## config.mk

```make
export PLATFORM = sky130hd
export DESIGN_NAME = operand_fetch_flat
export DESIGN_NICKNAME = d
export VERILOG_FILES = /design/src/rtl/lua_cpu_pkg.sv /design/src/rtl/operand_fetch_if.sv /design/src/rtl/operand_fetch_rk_addr_gen.sv /design/src/rtl/operand_fetch.sv /design/src/flat_wrapper.sv
export SDC_FILE = /design/constraint.sdc
export NUM_CORES = 1
export LEC_CHECK = 0
export CORE_ASPECT_RATIO = 0.8
export CORE_UTILIZATION = 48
export CTS_CLUSTER_DIAMETER = 200
export DETAILED_ROUTE_END_ITERATION = 8
export PLACE_DENSITY = 0.79
export SYNTH_ARGS = -nofsm -noshare
export SYNTH_HDL_FRONTEND = slang
export SYNTH_SLANG_ARGS = --single-unit
export TNS_END_PERCENT = 100
```

## constraint.sdc

```tcl
create_clock -name clk -period 9.4 [get_ports clk]
set_input_delay 1.41 -clock clk [delete_from_list [all_inputs] [get_ports clk]]
set_output_delay 1.41 -clock clk [all_outputs]
set_load 0.02 [all_outputs]
```

## src/rtl/lua_cpu_pkg.sv

```systemverilog
// lua_cpu_pkg: definitions shared by the decoder, sequencer and operand fetch.
//   - TValue layout in memory (TV_STRIDE bytes: value word, then tt_ word)
//   - ISK_BIT: bit of a decoded B/C field that selects the constant table
//   - Lua type tags and opcode numbers
//   - Operand-fetch state encoding plus a helper that picks the next operand state
package lua_cpu_pkg;

    localparam int unsigned TV_STRIDE = 8;
    localparam int unsigned ISK_BIT   = 8;

    // Type tags (tt_)
    localparam logic [5:0] T_NIL      = 6'd0;
    localparam logic [5:0] T_BOOLEAN  = 6'd1;
    localparam logic [5:0] T_NUMBER   = 6'd3;
    localparam logic [5:0] T_STRING   = 6'd4;
    localparam logic [5:0] T_TABLE    = 6'd5;
    localparam logic [5:0] T_FUNCTION = 6'd6;

    // Opcodes (shared with the sequencer)
    localparam logic [5:0] OP_MOVE     = 6'd0,  OP_LOADK    = 6'd1,  OP_LOADBOOL = 6'd2;
    localparam logic [5:0] OP_LOADNIL  = 6'd3,  OP_GETUPVAL = 6'd4,  OP_GETGLOBAL = 6'd5;
    localparam logic [5:0] OP_GETTABLE = 6'd6,  OP_SETGLOBAL = 6'd7, OP_SETUPVAL = 6'd8;
    localparam logic [5:0] OP_SETTABLE = 6'd9,  OP_NEWTABLE = 6'd10, OP_SELF     = 6'd11;
    localparam logic [5:0] OP_ADD      = 6'd12, OP_SUB      = 6'd13, OP_MUL      = 6'd14;
    localparam logic [5:0] OP_DIV      = 6'd15, OP_MOD      = 6'd16, OP_POW      = 6'd17;
    localparam logic [5:0] OP_UNM      = 6'd18, OP_NOT      = 6'd19, OP_LEN      = 6'd20;
    localparam logic [5:0] OP_CONCAT   = 6'd21, OP_JMP      = 6'd22, OP_EQ       = 6'd23;
    localparam logic [5:0] OP_LT       = 6'd24, OP_LE       = 6'd25, OP_TEST     = 6'd26;
    localparam logic [5:0] OP_TESTSET  = 6'd27, OP_CALL     = 6'd28, OP_TAILCALL = 6'd29;
    localparam logic [5:0] OP_RETURN   = 6'd30, OP_FORLOOP  = 6'd31, OP_FORPREP  = 6'd32;
    localparam logic [5:0] OP_TFORLOOP = 6'd33, OP_SETLIST  = 6'd34, OP_CLOSE    = 6'd35;
    localparam logic [5:0] OP_CLOSURE  = 6'd36, OP_VARARG   = 6'd37;

    // Operand-fetch states; A states only reachable when the A operand is built in
    typedef enum logic [2:0] {
        StIdle,
        StAVal,
        StATt,
        StBVal,
        StBTt,
        StCVal,
        StCTt,
        StDone
    } of_state_e;

    // First value-read state among the operands still required, in A, B, C order
    function automatic of_state_e of_first_state(input logic need_a, input logic need_b,
                                                 input logic need_c);
        if (need_a) return StAVal;
        if (need_b) return StBVal;
        if (need_c) return StCVal;
        return StDone;
    endfunction

endpackage

```

## src/rtl/operand_fetch_if.sv

```systemverilog
// operand_fetch_if: Avalon-MM read-only master bus used by operand_fetch.
//   mem_address     32  word address driven by the master (0 when not reading)
//   mem_read         1  read strobe
//   mem_readdata    32  read data, valid in the cycle waitrequest is low
//   mem_waitrequest  1  slave stall
// Modports: master (operand_fetch side), slave (memory / bus side).
interface operand_fetch_if;

    logic [31:0] mem_address;
    logic        mem_read;
    logic [31:0] mem_readdata;
    logic        mem_waitrequest;

    modport master (
        output mem_address,
        output mem_read,
        input  mem_readdata,
        input  mem_waitrequest
    );

    modport slave (
        input  mem_address,
        input  mem_read,
        output mem_readdata,
        output mem_waitrequest
    );

endinterface

```

## src/rtl/operand_fetch_rk_addr_gen.sv

```systemverilog
// rk_addr_gen: combinational RK(x) address generator.
//   field    in   9  decoded operand field; bit ISK_BIT selects constant table
//   base     in  32  byte address of R(0)
//   k        in  32  byte address of K(0)
//   val_addr out 32  byte address of the TValue value word
//   tag_addr out 32  byte address of the TValue tt_ word (val_addr + 4)
// Arithmetic is 32-bit and wraps silently.
module rk_addr_gen #(
    parameter int unsigned TV_STRIDE = lua_cpu_pkg::TV_STRIDE
) (
    input  logic [8:0]  field,
    input  logic [31:0] base,
    input  logic [31:0] k,
    output logic [31:0] val_addr,
    output logic [31:0] tag_addr
);
    import lua_cpu_pkg::*;

    logic [31:0] offset;
    logic [31:0] origin;

    always_comb begin
        offset   = 32'(field[7:0]) * TV_STRIDE;
        origin   = field[ISK_BIT] ? k : base;
        val_addr = origin + offset;
        tag_addr = val_addr + 32'd4;
    end

endmodule

```

## src/rtl/operand_fetch.sv

```systemverilog
// operand_fetch: fetches RK(B) and RK(C) TValues for the execute stage.
//   clk, rst               clock, asynchronous active-high reset
//   mem                    Avalon master (operand_fetch_if.master); all-zero when idle so it
//                          can be OR-ed onto the shared bus
//   fetch_regs             level request, held until done
//   need_b, need_c         operand required by the opcode
//   B, C                   decoded fields (bit 8 = ISK)
//   base, k                byte addresses of R(0) and K(0)
//   data_b/type_b, data_c/type_c  captured value word and tag, held until overwritten
//   done                   one-cycle completion pulse
// Optional build macro OPERAND_FETCH_A_EN adds need_a, A, data_a, type_a and an R(A) fetch
// ahead of B.
module operand_fetch #(
    parameter int unsigned TV_STRIDE = lua_cpu_pkg::TV_STRIDE,
    parameter int unsigned TAG_W     = 6
) (
    input  logic              clk,
    input  logic              rst,
    operand_fetch_if.master   mem,
    input  logic              fetch_regs,
    input  logic              need_b,
    input  logic              need_c,
    input  logic [8:0]        B,
    input  logic [8:0]        C,
    input  logic [31:0]       base,
    input  logic [31:0]       k,
`ifdef OPERAND_FETCH_A_EN
    input  logic              need_a,
    input  logic [7:0]        A,
    output logic [31:0]       data_a,
    output logic [TAG_W-1:0]  type_a,
`endif
    output logic [31:0]       data_b,
    output logic [TAG_W-1:0]  type_b,
    output logic [31:0]       data_c,
    output logic [TAG_W-1:0]  type_c,
    output logic              done
);
    import lua_cpu_pkg::*;

    of_state_e state_q, state_d;

    logic [31:0]      data_b_q, data_b_d, data_c_q, data_c_d;
    logic [TAG_W-1:0] type_b_q, type_b_d, type_c_q, type_c_d;
    logic [31:0]      b_val_addr, b_tag_addr, c_val_addr, c_tag_addr;
    logic             rd;
    logic [31:0]      addr;
    logic             want_a;

    rk_addr_gen #(.TV_STRIDE(TV_STRIDE)) u_addr_b (
        .field    (B),
        .base     (base),
        .k        (k),
        .val_addr (b_val_addr),
        .tag_addr (b_tag_addr)
    );

    rk_addr_gen #(.TV_STRIDE(TV_STRIDE)) u_addr_c (
        .field    (C),
        .base     (base),
        .k        (k),
        .val_addr (c_val_addr),
        .tag_addr (c_tag_addr)
    );

`ifdef OPERAND_FETCH_A_EN
    logic [31:0]      data_a_q, data_a_d;
    logic [TAG_W-1:0] type_a_q, type_a_d;
    logic [31:0]      a_val_addr, a_tag_addr;

    // R(A) is always a stack register, so the ISK bit is forced low
    rk_addr_gen #(.TV_STRIDE(TV_STRIDE)) u_addr_a (
        .field    ({1'b0, A}),
        .base     (base),
        .k        (k),
        .val_addr (a_val_addr),
        .tag_addr (a_tag_addr)
    );

    assign want_a = need_a;
    assign data_a = data_a_q;
    assign type_a = type_a_q;
`else
    assign want_a = 1'b0;
`endif

    always_comb begin
        state_d  = state_q;
        rd       = 1'b0;
        addr     = '0;
        data_b_d = data_b_q;
        type_b_d = type_b_q;
        data_c_d = data_c_q;
        type_c_d = type_c_q;
`ifdef OPERAND_FETCH_A_EN
        data_a_d = data_a_q;
        type_a_d = type_a_q;
`endif
        // Dropping fetch_regs only takes effect at a word boundary: the read in flight
        // stays asserted until accepted, then the FSM returns to idle without done.
        unique case (state_q)
            StIdle: begin
                if (fetch_regs) state_d = of_first_state(want_a, need_b, need_c);
            end
`ifdef OPERAND_FETCH_A_EN
            StAVal: begin
                rd   = 1'b1;
                addr = a_val_addr;
                if (!mem.mem_waitrequest) begin
                    data_a_d = mem.mem_readdata;
                    state_d  = fetch_regs ? StATt : StIdle;
                end
            end
            StATt: begin
                rd   = 1'b1;
                addr = a_tag_addr;
                if (!mem.mem_waitrequest) begin
                    type_a_d = mem.mem_readdata[TAG_W-1:0];
                    state_d  = fetch_regs ? of_first_state(1'b0, need_b, need_c) : StIdle;
                end
            end
`endif
            StBVal: begin
                rd   = 1'b1;
                addr = b_val_addr;
                if (!mem.mem_waitrequest) begin
                    data_b_d = mem.mem_readdata;
                    state_d  = fetch_regs ? StBTt : StIdle;
                end
            end
            StBTt: begin
                rd   = 1'b1;
                addr = b_tag_addr;
                if (!mem.mem_waitrequest) begin
                    type_b_d = mem.mem_readdata[TAG_W-1:0];
                    state_d  = fetch_regs ? of_first_state(1'b0, 1'b0, need_c) : StIdle;
                end
            end
            StCVal: begin
                rd   = 1'b1;
                addr = c_val_addr;
                if (!mem.mem_waitrequest) begin
                    data_c_d = mem.mem_readdata;
                    state_d  = fetch_regs ? StCTt : StIdle;
                end
            end
            StCTt: begin
                rd   = 1'b1;
                addr = c_tag_addr;
                if (!mem.mem_waitrequest) begin
                    type_c_d = mem.mem_readdata[TAG_W-1:0];
                    state_d  = fetch_regs ? StDone : StIdle;
                end
            end
            StDone: begin
                state_d = StIdle;
            end
            default: begin
                state_d = StIdle;
            end
        endcase
    end

    always_ff @(posedge clk or posedge rst) begin
        if (rst) begin
            state_q  <= StIdle;
            data_b_q <= '0;
            type_b_q <= '0;
            data_c_q <= '0;
            type_c_q <= '0;
`ifdef OPERAND_FETCH_A_EN
            data_a_q <= '0;
            type_a_q <= '0;
`endif
        end else begin
            state_q  <= state_d;
            data_b_q <= data_b_d;
            type_b_q <= type_b_d;
            data_c_q <= data_c_d;
            type_c_q <= type_c_d;
`ifdef OPERAND_FETCH_A_EN
            data_a_q <= data_a_d;
            type_a_q <= type_a_d;
`endif
        end
    end

    // Bus strobes decode from the registered state only, so reset clears them at once
    assign mem.mem_read    = rd;
    assign mem.mem_address = addr;
    assign done            = (state_q == StDone);
    assign data_b          = data_b_q;
    assign type_b          = type_b_q;
    assign data_c          = data_c_q;
    assign type_c          = type_c_q;

endmodule

```

## src/flat_wrapper.sv

```systemverilog
// flat-port wrapper written by rule: the top's interface ports become plain ports
module operand_fetch_flat import lua_cpu_pkg::*;
#(
    parameter int unsigned TV_STRIDE = lua_cpu_pkg::TV_STRIDE,
    parameter int unsigned TAG_W     = 6
)
  (clk, rst, fetch_regs, need_b, need_c, B, C, base, k, data_b, type_b, data_c, type_c, done, mem_mem_address, mem_mem_read, mem_mem_readdata, mem_mem_waitrequest);
  operand_fetch_if mem_i ();
  input  logic clk;
  input  logic rst;
  input  logic fetch_regs;
  input  logic need_b;
  input  logic need_c;
  input  logic [8:0] B;
  input  logic [8:0] C;
  input  logic [31:0] base;
  input  logic [31:0] k;
  output logic [31:0] data_b;
  output logic [TAG_W-1:0] type_b;
  output logic [31:0] data_c;
  output logic [TAG_W-1:0] type_c;
  output logic done;
  output wire logic [$bits(mem_i.mem_address)-1:0] mem_mem_address;
  output wire logic [$bits(mem_i.mem_read)-1:0] mem_mem_read;
  input wire logic [$bits(mem_i.mem_readdata)-1:0] mem_mem_readdata;
  input wire logic [$bits(mem_i.mem_waitrequest)-1:0] mem_mem_waitrequest;
  assign mem_mem_address = mem_i.mem_address;
  assign mem_mem_read = mem_i.mem_read;
  assign mem_i.mem_readdata = mem_mem_readdata;
  assign mem_i.mem_waitrequest = mem_mem_waitrequest;
  operand_fetch #(.TV_STRIDE(TV_STRIDE), .TAG_W(TAG_W)) u_core (.clk(clk), .rst(rst), .mem(mem_i), .fetch_regs(fetch_regs), .need_b(need_b), .need_c(need_c), .B(B), .C(C), .base(base), .k(k), .data_b(data_b), .type_b(type_b), .data_c(data_c), .type_c(type_c), .done(done));
endmodule
```

# Word level (Yosys, flattened, before mapping)
# Cells that the tools add are included.
# totals
regBits	79
latchBits	0
mem_bits_rw	0
mem_bits_ro	0
in_bits	120
out_inout_bits	110
word_cells	61
memories	0
# classes
add_sub_neg	4
multipliers	0
n_div	0
order_cmp	0
eq_ne	10
n_shift	0
n_mux	34
bitwise	1
n_reduce_logical	7
# op_table
operator	n
case mux 32 bit (4 select lines)	1
adder 32 x 11 -> 32 bit	2
adder 32 x 3 -> 32 bit (second input constant)	2
2-to-1 mux 32 bit	2
2-to-1 mux 3 bit	16
case mux 3 bit (5 select lines)	1
2-to-1 mux 1 bit	14
equality test 3 bit (second input constant)	4
inequality test 2 bit (second input constant)	5
AND reduction 2 bit	4
AND reduction 5 bit	1
OR reduction 4 bit	1
equality test 3 x 2 -> 1 bit (second input constant)	1
zero test 3 bit	1
NOT 1 bit	1

# Logic depth before layout (Yosys ltp)
# logic_depth
ltp_word	14
ltp_mapped	20

# Modules after synthesis
# A second synthesis with hierarchy kept.
# hier_totals
hier_cells	885
area_unflattened_um2	8471.9
# by_module_without_submodules
mod	n_inst	cells_each	area_per_inst_um2
operand_fetch	1	341	4120.2
rk_addr_gen (u_core.u_addr_c)	1	275	2198.4
rk_addr_gen (u_core.u_addr_b)	1	269	2153.3

# Least setup slack after synthesis
# Ideal clock, no wire load.
# synth_timing
kind	input to output
start	input C[8]
end	output mem_mem_address[29]
arrival_time_ns	6.374
required_time_ns	7.990
setup_slack_ns	1.616
path_stages	19
path_buffers	5
path_cell_list	buf_4 > buf_4 > clkbuf_2 > clkbuf_1 > clkbuf_1 > mux2_2 > ha_1 > fa_1 > a211oi_1 > nor3_1 > nor2_1 > xor2_1 > or3b_2 > o32ai_1 > nand3_1 > nor4_4 > nand3_1 > xnor2_1 > o21ai_0
# synth_between
elab_chain_cells	4
# synth_lines
item	line_no	rtl
from (decl)	flat_wrapper.sv:15	input logic [8:0] C;
2-to-1 mux 32 bit *	operand_fetch_rk_addr_gen.sv:24	origin = field[ISK_BIT] ? k : base;
adder 32 x 11 -> 32 bit *	operand_fetch_rk_addr_gen.sv:25	val_addr = origin + offset;
adder 32 x 3 -> 32 bit	operand_fetch_rk_addr_gen.sv:26	tag_addr = val_addr + 32'd4;
case mux 32 bit (4 select lines) *	operand_fetch.sv:101	unique case (state_q)
to (decl)	flat_wrapper.sv:23	output wire logic [$bits(mem_i.mem_address)-1:0] mem_mem_address;
# Mark *: on every way between the ends. The rest lies on a longest branch, timed or not.

# Final worst setup path
# layout_timing
start	input C[8]
end	output mem_mem_address[31]
# The elaborated chain is that of the path after synthesis.

==> results <==
stage by stage:
stage / setup WS [ns] / std cells / instance area [um2] / hold slack [ns] / power [mW]
final: 1.280 / 1198 / 9958 / 0.5041 / 2.580
after global placement: 1.381 / 1182 / 9662 / 0.4877 / 2.197
after CTS: 1.300 / 1198 / 9958 / 0.5098 / 2.581
after detailed placement: 1.332 / 1182 / 9662 / 0.4940 / 2.216
after global routing: 1.011 / 1198 / 9958 / 0.5221 / 2.710
after floorplan: 1.616 / 808 / 7298 / 0.6360 / 1.506
cell usage in the layout, fill, tap and decap left out, drive strengths merged, types with 7 or more instances in the layout:
cell type	n
clkdlybuf4s50	227
mux2	102
dfrtp	79
nand2	71
mux2i	57
o21ai	53
xnor2	49
nor2	46
a21oi	35
xor2	33
nand3	28
o22ai	18
ha	17
nor3	17
inv	16
a22oi	12
a21o	10
clkbuf	10
nand2b	9
buf	9
and3	8
o211ai	8
a211oi	7
nor4	7
final cells by class:
type	count	area, um2	area share
clock buffer	10	239.0	0.02400
clock inverter	6	57.56	0.005780
inverter	10	37.54	0.003769
multi-input combinational	673	5082	0.5104
sequential	79	1977	0.1985
tap	184	230.2	0.02312
timing repair buffer	236	2335	0.2345
flip-flops by register name, indices dropped and copies added, names as in the netlist:
register	count
u_core.type_c	6
u_core.data_b	32
u_core.data_c	32
u_core.state_q	3
u_core.type_b	6
report_power, final:
part	internal, mW	switching, mW	leakage (nW)
Combinational	0.761	0.852	2.82
Sequential	0.506	0.110	0.964
Clock	0.194	0.157	0.148
layer usage:
metal  GRT usage  up-vias  routed length [um]
met2      0.4473      398                9841
met5           0        -                   0
met3      0.1071       37                2844
met4     0.07839        0                 427
met1      0.4193     3434               10690
li1            -     3391                   -
critical path, cell delays in order:
cell             delay (ns)
buf_2                  0.35
mux2_2                 0.39
ha_1                   0.21
fa_1                   0.47
a211oi_1               0.42
nor3_1                 0.14
o21bai_1               0.68
nor3_1                 0.17
xor2_1                 0.19
mux2_2                 0.31
or2_2                  0.32
nor4_4                 0.37
nand4_1                0.18
xor2_1                 0.19
o21ai_1                0.22
clkdlybuf4s50_1        0.66
cells by family (layout without fill, tap and decap cells):
logic type      after synthesis  in the layout
simple gates                227            227
compound gates              186            186
mux                         159            159
xor+xnor                     82             82
flops                        79             79
buf+inv                      56            262
fa+ha+maj                    19             19
path summary, 6_finish.rpt:
path                                                from                             to  slack, ns  cells past startpoint
hold reg to reg            u_core.data_c[31]$_DFFE_PP0P_  u_core.data_c[31]$_DFFE_PP0P_       0.50                      1
setup reg to reg           u_core.state_q[1]$_DFFE_PP0P_  u_core.data_b[30]$_DFFE_PP0P_       6.21                      6
setup / recovery                                    C[8]            mem_mem_address[31]       1.28                     16
hold / removal             u_core.data_c[31]$_DFFE_PP0P_  u_core.data_c[31]$_DFFE_PP0P_       0.50                      1
min in group asynchronous                            rst   u_core.data_b[9]$_DFFE_PP0P_       1.70                      3
max in group asynchronous                            rst  u_core.data_b[24]$_DFFE_PP0P_       7.09                      3
==> impl_metrics.yaml <==
routing:
  vias: 7260
  routed_via_density: 6.060
  post_drt_wl_per_cell_um: 19.87
  drt_wl_total_um: 23800
  drt_drc_violations_left: 0
  first_pass_iters: 5
  antenna_left: 0
  drt_iter0_drc: 627
logic_synthesis:
  synth_seq_cells: 79
  ys_types: 73
  synthCells: 808
  syn_area_um2: 7298
  ys_seq_area_frac: 0.2709
  synth_top_family_by_area: "multiplexers"
  synth-simple-area-share: 0.1600
  synthAdderAreaFrac: 0.03463
  synth_ff_type: "dfrtp_1"
  synth.avg_cell_area_um2: 9.032
  async_flop_share: 1.000
  synth_top_area_cell: "dfrtp_1"
  netlist.area_leader.share: 0.2709
  synth.area.top_cells: "dfrtp_1, mux2_2, mux2i_1"
  synth_common_cells: "mux2_2, dfrtp_1, nand2_1, mux2i_1, xnor2_1"
  synth_compound_area_frac: 0.1666
  syn-num-nets: 947
  synth_most_common_cell: "mux2_2"
  synth.mux.area_fraction: 0.2361
  synth-edff-count: 0
  yosys_warnings: 0
  synth-xor-area-share: 0.09841
floorplanning:
  coreArea_um2: 14540
  rows: 39
  die_y_um: 112.3
  io_pins: 230
  initial_core_util: 0.5019
  chipWidth_um: 139.9
  die_area_um2: 15700
global_route:
  globalRouteTotalUtil: 0.3030
  grt_pass1_wl_um: 37500
  antenna_found_initial: 0
  grt_max_degree: 80
  grt_pass1_vias: 7059
  grt_overflow_total: 0
layout:
  fin_util: 0.6848
  antennaDiodeCount: 0
  syn2layout_area_growth_pct: 36.45
  drive_gt1_frac: 0.1529
  nets: 1148
  fillers: 1181
clocking:
  clkLatencyLatePin_ns: 0.34
  cts-buffers-inserted: 9
  clockRootBuffer: "clkbuf_16"
  ctsResizeCount: 0
  clock-sinks: 79
  cts_setup_buffers: 0
  cts.clk_slew.worst_paths_ns: 0.06
  cts_buffer_depth: 2
  ctsHoldBuffers: 0
  cts.htree.levels: 3
  cts_tree: "done"
setup_path:
  cp.arrival_ns: 6.71
  worst-setup-path-type: "in2out"
  worstPathMaxFanout: 15
  cp.required_ns: 7.99
  cp-start-kind: "primary input"
  endpoint_kind: "output port"
power_and_ir_drop:
  p_leak_nw: 3.933
  peakVddDrop_uv: 204.9
  powerDensity_nw_per_um2: 259.1
sta:
  hold_viol: 0
  setup_viol: 0
  relSlewSlack: 0.3301
  rsz0062_at_grt: "false"
  tightestPinTransition_ns: 1.001
  fin_crit_sh: 0.8639
  final_max_slew_viol_count: 0
  fmax_mhz: 123.1
  post-route-min-period_ns: 8.120
  skew_ns: 0.008019
  setup_tns_ns: 0
hold_path:
  hold_path.class: "reg2reg"
run_status:
  outcome: "finished clean"
job:
  max-cap-violations: 0
placement:
  dp_hpwl_um: 18140
  gp_congestion: 0.9443
  port_buffers: 229
No activity file was read; power rests on OpenSTA's default activity.
